<file path="src/rtl/sdram_burst_scheduler_pkg.sv">
// Shared types and default constants for the SDRAM burst scheduler.
package sdram_burst_scheduler_pkg;

  typedef enum logic [1:0] {
    ST_IDLE,
    ST_ISSUE,
    ST_WAIT_DONE
  } state_t;

  typedef enum logic {
    GNT_WR,
    GNT_RD
  } grant_t;

  localparam int unsigned DEF_ADDR_W     = 23;
  localparam int unsigned DEF_LEN_W      = 9;
  localparam int unsigned DEF_USED_W     = 10;
  localparam int unsigned DEF_FIFO_DEPTH = 512;
  localparam int unsigned DEF_BURST_LEN  = 256;
  localparam int unsigned DEF_WR_BASE    = 0;
  localparam int unsigned DEF_WR_MAX     = 307200;
  localparam int unsigned DEF_RD_BASE    = 0;
  localparam int unsigned DEF_RD_MAX     = 307200;

endpackage

</file>
<file path="src/rtl/sdram_burst_scheduler_burst_addr_gen.sv">
// Per-port frame pointer: burst length clipping, advance/wrap and deferred rewind.
module burst_addr_gen
  import sdram_burst_scheduler_pkg::*;
#(
  parameter int unsigned ADDR_W    = DEF_ADDR_W,
  parameter int unsigned LEN_W     = DEF_LEN_W,
  parameter int unsigned BURST_LEN = DEF_BURST_LEN,
  parameter int unsigned BASE      = 0,
  parameter int unsigned MAX       = DEF_WR_MAX
) (
  input  logic              clk,
  input  logic              rst_n,
  input  logic              load,
  input  logic              active,
  input  logic              done,
  output logic [ADDR_W-1:0] issue_addr,
  output logic [LEN_W-1:0]  issue_len
);

  localparam logic [ADDR_W-1:0] BASE_A  = ADDR_W'(BASE);
  localparam logic [ADDR_W:0]   MAX_X   = (ADDR_W + 1)'(MAX);
  localparam logic [ADDR_W:0]   BURST_X = (ADDR_W + 1)'(BURST_LEN);
  localparam logic [LEN_W-1:0]  BURST_L = LEN_W'(BURST_LEN);

  logic [ADDR_W-1:0] ptr;
  logic              pend;
  logic [ADDR_W-1:0] cur;
  logic [ADDR_W:0]   rem;
  logic [ADDR_W:0]   nxt;

  // An idle-time rewind is forwarded so a burst granted in the same cycle starts at BASE.
  always_comb begin
    cur = (load && !active) ? BASE_A : ptr;
    rem = MAX_X - {1'b0, cur};
    if (rem < BURST_X) issue_len = rem[LEN_W-1:0];
    else               issue_len = BURST_L;
    issue_addr = cur;
    nxt = {1'b0, ptr} + (ADDR_W + 1)'(issue_len);
  end

  always_ff @(posedge clk or negedge rst_n) begin
    if (!rst_n) begin
      ptr  <= BASE_A;
      pend <= 1'b0;
    end else if (done) begin
      pend <= 1'b0;
      if (load || pend || (nxt >= MAX_X)) ptr <= BASE_A;
      else                                ptr <= nxt[ADDR_W-1:0];
    end else if (load) begin
      if (active) pend <= 1'b1;
      else        ptr  <= BASE_A;
    end
  end

endmodule

</file>
<file path="src/rtl/sdram_burst_scheduler.sv">
// Round-robin scheduler of write (camera) and read (VGA) SDRAM bursts.
module sdram_burst_scheduler
  import sdram_burst_scheduler_pkg::*;
#(
  parameter int unsigned ADDR_W     = DEF_ADDR_W,
  parameter int unsigned LEN_W      = DEF_LEN_W,
  parameter int unsigned USED_W     = DEF_USED_W,
  parameter int unsigned FIFO_DEPTH = DEF_FIFO_DEPTH,
  parameter int unsigned BURST_LEN  = DEF_BURST_LEN,
  parameter int unsigned WR_BASE    = DEF_WR_BASE,
  parameter int unsigned WR_MAX     = DEF_WR_MAX,
  parameter int unsigned RD_BASE    = DEF_RD_BASE,
  parameter int unsigned RD_MAX     = DEF_RD_MAX
) (
  input  logic              CLK,
  input  logic              RESET_N,
  input  logic              WR_LOAD,
  input  logic              RD_LOAD,
  input  logic [USED_W-1:0] WR_USED,
  input  logic [USED_W-1:0] RD_USED,
  output logic              CMD_VALID,
  input  logic              CMD_READY,
  output logic              CMD_WRITE,
  output logic [ADDR_W-1:0] CMD_ADDR,
  output logic [LEN_W-1:0]  CMD_LEN,
  input  logic              CMD_DONE,
  output logic              BUSY
);

  localparam logic [USED_W-1:0] WR_THRESH = USED_W'(BURST_LEN);
  localparam logic [USED_W-1:0] RD_THRESH = USED_W'(FIFO_DEPTH - BURST_LEN);

  state_t state;
  grant_t gnt;
  grant_t last_grant;
  grant_t pick;

  logic              wr_req, rd_req;
  logic              wr_active, rd_active;
  logic              wr_done, rd_done;
  logic [ADDR_W-1:0] wr_addr, rd_addr;
  logic [LEN_W-1:0]  wr_len, rd_len;

  always_comb begin
    wr_req    = (WR_USED >= WR_THRESH);
    rd_req    = (RD_USED <= RD_THRESH);
    wr_active = (state != ST_IDLE) && (gnt == GNT_WR);
    rd_active = (state != ST_IDLE) && (gnt == GNT_RD);
    wr_done   = CMD_DONE && (state == ST_WAIT_DONE) && (gnt == GNT_WR);
    rd_done   = CMD_DONE && (state == ST_WAIT_DONE) && (gnt == GNT_RD);
    pick      = GNT_WR;
    if (wr_req && rd_req) pick = (last_grant == GNT_RD) ? GNT_WR : GNT_RD;
    else if (rd_req)      pick = GNT_RD;
  end

  always_ff @(posedge CLK or negedge RESET_N) begin
    if (!RESET_N) begin
      state      <= ST_IDLE;
      gnt        <= GNT_WR;
      last_grant <= GNT_RD;
      CMD_VALID  <= 1'b0;
      CMD_WRITE  <= 1'b0;
      CMD_ADDR   <= '0;
      CMD_LEN    <= '0;
      BUSY       <= 1'b0;
    end else begin
      case (state)
        ST_IDLE: begin
          if (wr_req || rd_req) begin
            state      <= ST_ISSUE;
            gnt        <= pick;
            last_grant <= pick;
            CMD_VALID  <= 1'b1;
            CMD_WRITE  <= (pick == GNT_WR);
            CMD_ADDR   <= (pick == GNT_WR) ? wr_addr : rd_addr;
            CMD_LEN    <= (pick == GNT_WR) ? wr_len : rd_len;
            BUSY       <= 1'b1;
          end
        end
        ST_ISSUE: begin
          if (CMD_READY) begin
            state     <= ST_WAIT_DONE;
            CMD_VALID <= 1'b0;
          end
        end
        ST_WAIT_DONE: begin
          if (CMD_DONE) begin
            state <= ST_IDLE;
            BUSY  <= 1'b0;
          end
        end
        default: begin
          state     <= ST_IDLE;
          CMD_VALID <= 1'b0;
          BUSY      <= 1'b0;
        end
      endcase
    end
  end

  burst_addr_gen #(
    .ADDR_W   (ADDR_W),
    .LEN_W    (LEN_W),
    .BURST_LEN(BURST_LEN),
    .BASE     (WR_BASE),
    .MAX      (WR_MAX)
  ) u_wr_gen (
    .clk       (CLK),
    .rst_n     (RESET_N),
    .load      (WR_LOAD),
    .active    (wr_active),
    .done      (wr_done),
    .issue_addr(wr_addr),
    .issue_len (wr_len)
  );

  burst_addr_gen #(
    .ADDR_W   (ADDR_W),
    .LEN_W    (LEN_W),
    .BURST_LEN(BURST_LEN),
    .BASE     (RD_BASE),
    .MAX      (RD_MAX)
  ) u_rd_gen (
    .clk       (CLK),
    .rst_n     (RESET_N),
    .load      (RD_LOAD),
    .active    (rd_active),
    .done      (rd_done),
    .issue_addr(rd_addr),
    .issue_len (rd_len)
  );

endmodule

</file>
<file path="config.mk">
export PLATFORM = sky130hd
export DESIGN_NAME = sdram_burst_scheduler
export DESIGN_NICKNAME = d
export VERILOG_FILES = /design/src/rtl/sdram_burst_scheduler_pkg.sv /design/src/rtl/sdram_burst_scheduler_burst_addr_gen.sv /design/src/rtl/sdram_burst_scheduler.sv
export SDC_FILE = /design/constraint.sdc
export NUM_CORES = 1
export LEC_CHECK = 0
export ABC_CLOCK_PERIOD_IN_PS = 6800
export CAP_MARGIN = 10
export CORE_ASPECT_RATIO = 1.2
export CORE_MARGIN = 1.5
export CORE_UTILIZATION = 46
export CTS_CLUSTER_DIAMETER = 150
export DETAILED_ROUTE_END_ITERATION = 10
export GPL_ROUTABILITY_DRIVEN = 0
export PLACE_DENSITY = 0.66
export REMOVE_ABC_BUFFERS = 1
export SLEW_MARGIN = 20
export SYNTH_ARGS = -nofsm -noshare
export SYNTH_HDL_FRONTEND = slang
export SYNTH_HIERARCHICAL = 1
export SYNTH_SLANG_ARGS = --single-unit
</file>
<file path="constraint.sdc">
create_clock -name CLK -period 6.8 [get_ports CLK]
set_clock_uncertainty 0.15 [all_clocks]
set_input_delay 1.36 -clock CLK [delete_from_list [all_inputs] [get_ports CLK]]
set_output_delay 1.36 -clock CLK [all_outputs]
set_load 0.03 [all_outputs]
</file>
== Yosys cells after proc, flatten, opt, wreduce, memory -nomap -nowiden ==
Index checks and enable logic that the tools add are counted.
Widths: inputs -> output; s select.
Cells by class
  add/sub/neg operators: 4
  $lt $le $gt $ge: 6
  bitwise gates (word level): 4
  eq/ne operators: 7
  multiplexer cells: 32
  reduce and logical (&&, ||, !) cells: 29
Operator list (number)
  $mux 23: 11
  $add 23x9->24: 2
  $ge 24x19->1 const B: 2
  $lt 24x9->1 const B: 2
  $sub 19x23->24 const A: 2
  $mux 9: 3
  $mux 1: 12
  $ge 10x9->1 const B: 1
  $le 10x9->1 const B: 1
  $ne 2x2->1 const B: 5
  $reduce_and 2->1: 5
  $reduce_bool 2->1: 5
  $reduce_and 3->1: 3
  $logic_and 1x1->1: 8
  $mux 2: 3
  $pmux 1 s3: 2
  $pmux 2 s3: 1
  $logic_or 1x1->1: 5
  $not 1->1: 4
  $eq 2x1->1 const B: 1
  $eq 2x2->1 const B: 1
  $logic_not 1->1: 2
  $logic_not 2->1: 1
Word-level totals
  bits of input ports: 26
  flip-flop bits (word level): 87
  word-level logic and storage cells: 94

== Logic depth before layout (Yosys ltp) ==
  depth in word-level cells: 13
  mapped depth: 27
  depth with buffers taken out: 22

== By module ==
Netlist, hierarchy kept.
By module, submodules not included
  burst_addr_gen at u_wr_gen: cells an instance 318, seq. area each 600.6 µm², instances 1, area each 2524.9 µm²
  burst_addr_gen at u_rd_gen: cells an instance 331, seq. area each 600.6 µm², instances 1, area each 2497.4 µm²
  sdram_burst_scheduler: cells an instance 223, seq. area each 977.2 µm², instances 1, area each 2010.7 µm²

== Worst setup path after synthesis ==
OpenSTA, ideal clock, no wires.
  kind: input to register
  from: in WR_LOAD
  to: reg u_wr_gen.ptr[15]
  buffers on the path: 4
  slack: 0.776 ns
  required time: 6.526 ns
  cell stages on the path: 24
  arrival time: 5.750 ns
  cell sequence: nand2b_1 > clkbuf_1 > clkbuf_1 > nand2_1 > ha_1 > o21ai_1 > nor2_2 > nand2_1 > a21o_1 > a211o_1 > a2111o_1 > buf_2 > nor2_1 > ha_1 > fa_1 > a211oi_2 > nor3_1 > o21a_2 > nand3_1 > or2_1 > a221oi_4 > buf_6 > nor3_2 > a211o_1
On the way
  cells in the longest elaborated chain, start to end: 10
  elaborated cells between the ends (all ways): 13
  those cells by class: add/sub: 2; order compare: 2; mux: 4; reduce/logical: 5
RTL lines
  start, declared: RTL line sdram_burst_scheduler.sv:17  | input logic WR_LOAD,
  $logic_and 1x1->1 *: RTL line sdram_burst_scheduler_burst_addr_gen.sv:33  | cur = (load && !active) ? BASE_A : ptr;
  $mux 23 *: RTL line sdram_burst_scheduler_burst_addr_gen.sv:33
  $sub 19x23->24 *: RTL line sdram_burst_scheduler_burst_addr_gen.sv:34  | rem = MAX_X - {1'b0, cur};
  $lt 24x9->1: RTL line sdram_burst_scheduler_burst_addr_gen.sv:35  | if (rem < BURST_X) issue_len = rem[LEN_W-1:0];
  $mux 9 *: RTL line sdram_burst_scheduler_burst_addr_gen.sv:35
  named net wr_len[8]: RTL line sdram_burst_scheduler.sv:42  | logic [LEN_W-1:0] wr_len, rd_len;
  $add 23x9->24 *: RTL line sdram_burst_scheduler_burst_addr_gen.sv:38  | nxt = {1'b0, ptr} + (ADDR_W + 1)'(issue_len);
  $ge 24x19->1: RTL line sdram_burst_scheduler_burst_addr_gen.sv:47  | if (load || pend || (nxt >= MAX_X)) ptr <= BASE_A;
  $logic_or 1x1->1: RTL line sdram_burst_scheduler_burst_addr_gen.sv:47
  $mux 23 *: RTL line sdram_burst_scheduler_burst_addr_gen.sv:47
  $mux 23 *: RTL line sdram_burst_scheduler_burst_addr_gen.sv:45  | end else if (done) begin
  end signal, assigned: RTL line sdram_burst_scheduler_burst_addr_gen.sv:48  | else ptr <= nxt[ADDR_W-1:0];
  end, declared: RTL line sdram_burst_scheduler_burst_addr_gen.sv:25  | logic [ADDR_W-1:0] ptr;
The timed path passes the listed nets; every way through them passes the cells marked *.
A chain may end at the register's enable or synchronous reset.

== Final worst setup path ==
  from: in WR_LOAD
  to: reg u_wr_gen.ptr[6]
On the way
  cells in the longest elaborated chain, start to end: 10
  elaborated cells between the ends (all ways): 13
  those cells by class: add/sub: 2; order compare: 2; mux: 4; reduce/logical: 5
RTL lines (RTL line)
  $logic_and 1x1->1 *: sdram_burst_scheduler_burst_addr_gen.sv:33
  $mux 23 *: sdram_burst_scheduler_burst_addr_gen.sv:33
  $sub 19x23->24 *: sdram_burst_scheduler_burst_addr_gen.sv:34
  $lt 24x9->1: sdram_burst_scheduler_burst_addr_gen.sv:35
  $mux 9 *: sdram_burst_scheduler_burst_addr_gen.sv:35
  named net wr_len[8]: sdram_burst_scheduler.sv:42
  $add 23x9->24 *: sdram_burst_scheduler_burst_addr_gen.sv:38
  $ge 24x19->1 *: sdram_burst_scheduler_burst_addr_gen.sv:47
  $logic_or 1x1->1 *: sdram_burst_scheduler_burst_addr_gen.sv:47
  $mux 23 *: sdram_burst_scheduler_burst_addr_gen.sv:47
  $mux 23 *: sdram_burst_scheduler_burst_addr_gen.sv:45
Marks and branches as above.

==> summary.md <==
| Metric | Value |
|---|---|
| Outcome | finished, final reports clean |
| Netlist cell types | 87 |
| Core box area | 15000 µm² |
| Startpoint types | primary input |
| Detail Placement HPWL | 13700 µm |
| Rel. slew slack | 0.395 |
| Post-Route Utilization | 0.548 |
| VDD IR-drop max | 0.000116 V |
| Switching Share | 0.359 |
| Final worst-path cycle share | 0.948 |
| Die footprint | 16000 µm² |
| P&R area growth vs syn | 16.5% |
| Cell area after layout | 8200 µm² |
| Number of post-CTS setup repair buffers | 0 |
| Multi-input logic area | 4340 µm² |
| Leakage | 0.00338 µW |
| Initial core utilization | 0.470 |
| Async SR Flop Fraction | 1.00 |
| Worst Hold Class | register to register |
| Arrival @ worst endpoint | 6540 ps |
| Yosys reg bits | 87 |
| Die height | 138 µm |
| Cts repair resizes | 0 |
| Largest family of logic cells by synthesized area | compound AO/OA/AOI/OAI gates |
| CTS tree | yes |
| Fmax | 155 MHz |
| Remaining global-route overflow | 0 |
| Max H-tree Level | 3 |
| 1st-iter DRT viols | 463 |
| CP Capture Type | register |
| DR pass1 iterations | 5 |
| Crit path time final | 6450 ps |
| Crit Path Class | primary input to register |
| Sequential share of power | 0.380 |
| DR vias | 6564 |
| DRC viols | 0 |
| Die width | 116 µm |
| Slew @ Worst Pin | 906 ps |
| Mux cell area share after synthesis | 0.0119 |
| Top_reg_cell synth | dfrtp_1 |
| Clk buf depth | 2 |
| Share of Yosys cell area claimed by the top area cell type | 0.306 |
| Largest area contributor in the netlist | dfrtp_1 |
| Total power | 1550 µW |
| Synth Area in XOR/XNOR | 0.0274 |
| Adder-cell share of the synthesized area | 0.0413 |
| Final-stage net count | 976 |
| YS warnings | 6 |
| CTS clk-pin slew, worst paths | 70 ps |
| Sequential cell area fraction in the yosys report | 0.310 |
| EDFF count, synth | 0 |
| Total GRT Usage | 0.238 |
| Net Switching | 556 µW |
| Mapped cell area | 7030 µm² |
| Post-Synth Simple-Gate Area | 0.258 |
| Number of vias per cell | 5.77 |
| FILL cells | 1455 |
| Slew Limit Fails | 0 |
| Place WS | 23.4 ps |
| WP data required | 6890 ps |
| Placement Cell Area | 7890 µm² |
| Final setup viols | 0 |
| Clk pwr share | 0.329 |
| Share of cells above drive strength 1 | 0.129 |
| Crit path max fanout | 16 |
| CTS root buffer | clkbuf_16 |
| I/O Pins | 61 |
| Largest net degree at the start of global routing | 69 |
| Max-cap violations | 0 |
| Skew-Pair Late Insertion Delay | 350 ps |
| Int Pwr | 994 µW |
| Drt total wl | 18400 µm |
| Pwr dens | 189 nW/µm² |
| Final setup TNS | 0 ps |
| PortBufs | 52 |
| Endpoints failing hold | 0 |
| RSZ-0062 raised after global routing | false |
| Detail Route Antenna Nets | 0 |
| Synth Area in Compound Gates | 0.276 |
| Post-CTS Hold Fix Bufs | 0 |
| Vias in the first global route | 6151 |
| Post-synthesis cell count | 872 |
| Mapped Avg Cell Area | 8.07 µm² |
| Top post-synthesis cells by area | dfrtp_1 (31%), nor2_1 (4.5%), o211ai_1 (4.5%) |
| Initial antenna violation count | 0 |
| Combinational share of power | 0.291 |
| First-pass GRT wire length | 30700 µm |
| Worst setup margin | 351 ps |
| WL/cell | 16.2 µm |
| Inserted Diodes | 0 |
| # rows | 49 |
| CTS Buf Count | 9 |
| Sequential Area | 2180 µm² |
| TritonCTS Sinks | 87 |
==> final cells by class <==
type | count | area share
Clock buffer | 12 | 0.0301
Clock inverter | 4 | 0.00550
Inverter | 59 | 0.0270
Multi-Input combinational cell | 670 | 0.529
Tap cell | 204 | 0.0311
Timing Repair Buffer | 101 | 0.112
Sequential cell | 87 | 0.266
==> path summary, 6_finish.rpt <==
| check | start | to | slack [ps] | depth (start not counted) |
|---|---|---|---|---|
| setup / recovery | WR_LOAD | u_wr_gen/ptr[6] | 350 | 22 |
| hold / removal | CMD_WRITE | CMD_WRITE | 340 | 1 |
| setup reg to reg | state[0] | u_wr_gen/ptr[6] | 890 | 23 |
| hold reg to reg | CMD_WRITE | CMD_WRITE | 340 | 1 |
| max in group asynchronous | RESET_N | CMD_ADDR[21] | 4620 | 2 |
| min in group asynchronous | RESET_N | u_rd_gen/ptr[3] | 730 | 1 |
==> through the flow <==
stage | instances | hold WS (ps)
2_1_floorplan | 816 | 313
3_3_place_gp | 1120 | 328
3_5_place_dp | 1120 | 333
4_1_cts | 1136 | 352
5_1_grt | 1137 | 361
6_report | 1137 | 344
==> layout by cell type, fill, tap and decap left out, drive strengths merged, types with 6 or more instances in the layout <==
| master | n |
|---|---|
| nand2b | 8 |
| nand4 | 7 |
| clkbuf | 12 |
| nor2 | 87 |
| nor3 | 25 |
| clkdlybuf4s50 | 51 |
| inv | 59 |
| a211oi | 16 |
| o21a | 10 |
| ha | 20 |
| xnor2 | 13 |
| nand2 | 63 |
| or3 | 9 |
| and2 | 43 |
| a31oi | 11 |
| a21o | 19 |
| a21oi | 46 |
| o21ai | 76 |
| nor2b | 11 |
| or2 | 8 |
| dfrtp | 86 |
| o211ai | 42 |
| xor2 | 9 |
| nor4 | 6 |
| buf | 50 |
| nand3 | 54 |
| a22o | 9 |
| mux2i | 8 |
==> cells in the mapped netlist (all sizes together), types with 13 or more instances <==
master / instances
nor2: 87
dfrtp: 86
o21ai: 76
nand2: 63
inv: 59
nand3: 54
a21oi: 46
and2: 43
o211ai: 42
buf: 32
nor3: 25
clkbuf: 24
ha: 20
a21o: 19
a211oi: 16
xnor2: 13
==> critical path: stages <==
cell	delay [ps]
clkdlybuf4s50_1	530
nand2b_1	190
nand2_1	150
ha_1	200
o21ai_1	160
nor2_2	160
nand2_1	60
a21o_1	190
a211o_1	280
a2111o_1	570
a21oi_1	280
ha_1	300
a21oi_2	110
buf_4	150
o21ai_0	500
o211ai_1	180
o211a_1	280
a221oi_4	270
buf_12	190
nor2_2	60
buf_4	170
a22o_1	180
==> power groups by stage <==
stage | registers, µW | clock network [µW] | logic (µW)
after floorplan | 618 | 0 | 235
after global placement | 597 | 0 | 448
after detailed placement | 597 | 0 | 449
after CTS | 589 | 523 | 450
after global routing | 594 | 538 | 499
final | 589 | 509 | 452
==> cells by family after synthesis <==
logic type               count (synthesis)
AND/OR/NAND/NOR                        341
AO/OA/AOI/OAI                          277
buffers and inverters                  115
flip-flops                              87
XOR/XNOR                                22
adder cells (fa/ha/maj)                 22
multiplexers                             8
==> metal layers <==
| layer | vias up | GRT usage | wire length, µm |
|---|---|---|---|
| li1 | 3257 | - | - |
| met1 | 3148 | 0.315 | 8290 |
| met2 | 126 | 0.398 | 9150 |
| met3 | 33 | 0.0289 | 550 |
| met4 | 0 | 0.0860 | 452 |
| met5 | - | 0 | 0 |
==> state kept, by name, indices dropped and copies added, names as in the netlist <==
register / cells
CMD_ADDR: 23
u_rd_gen/ptr: 23
u_wr_gen/ptr: 23
CMD_LEN: 9
state: 2
BUSY: 1
CMD_VALID: 1
CMD_WRITE: 1
gnt: 1
last_grant: 1
u_rd_gen/pend: 1
u_wr_gen/pend: 1
Note: power is estimated with default switching activity, not from simulation.
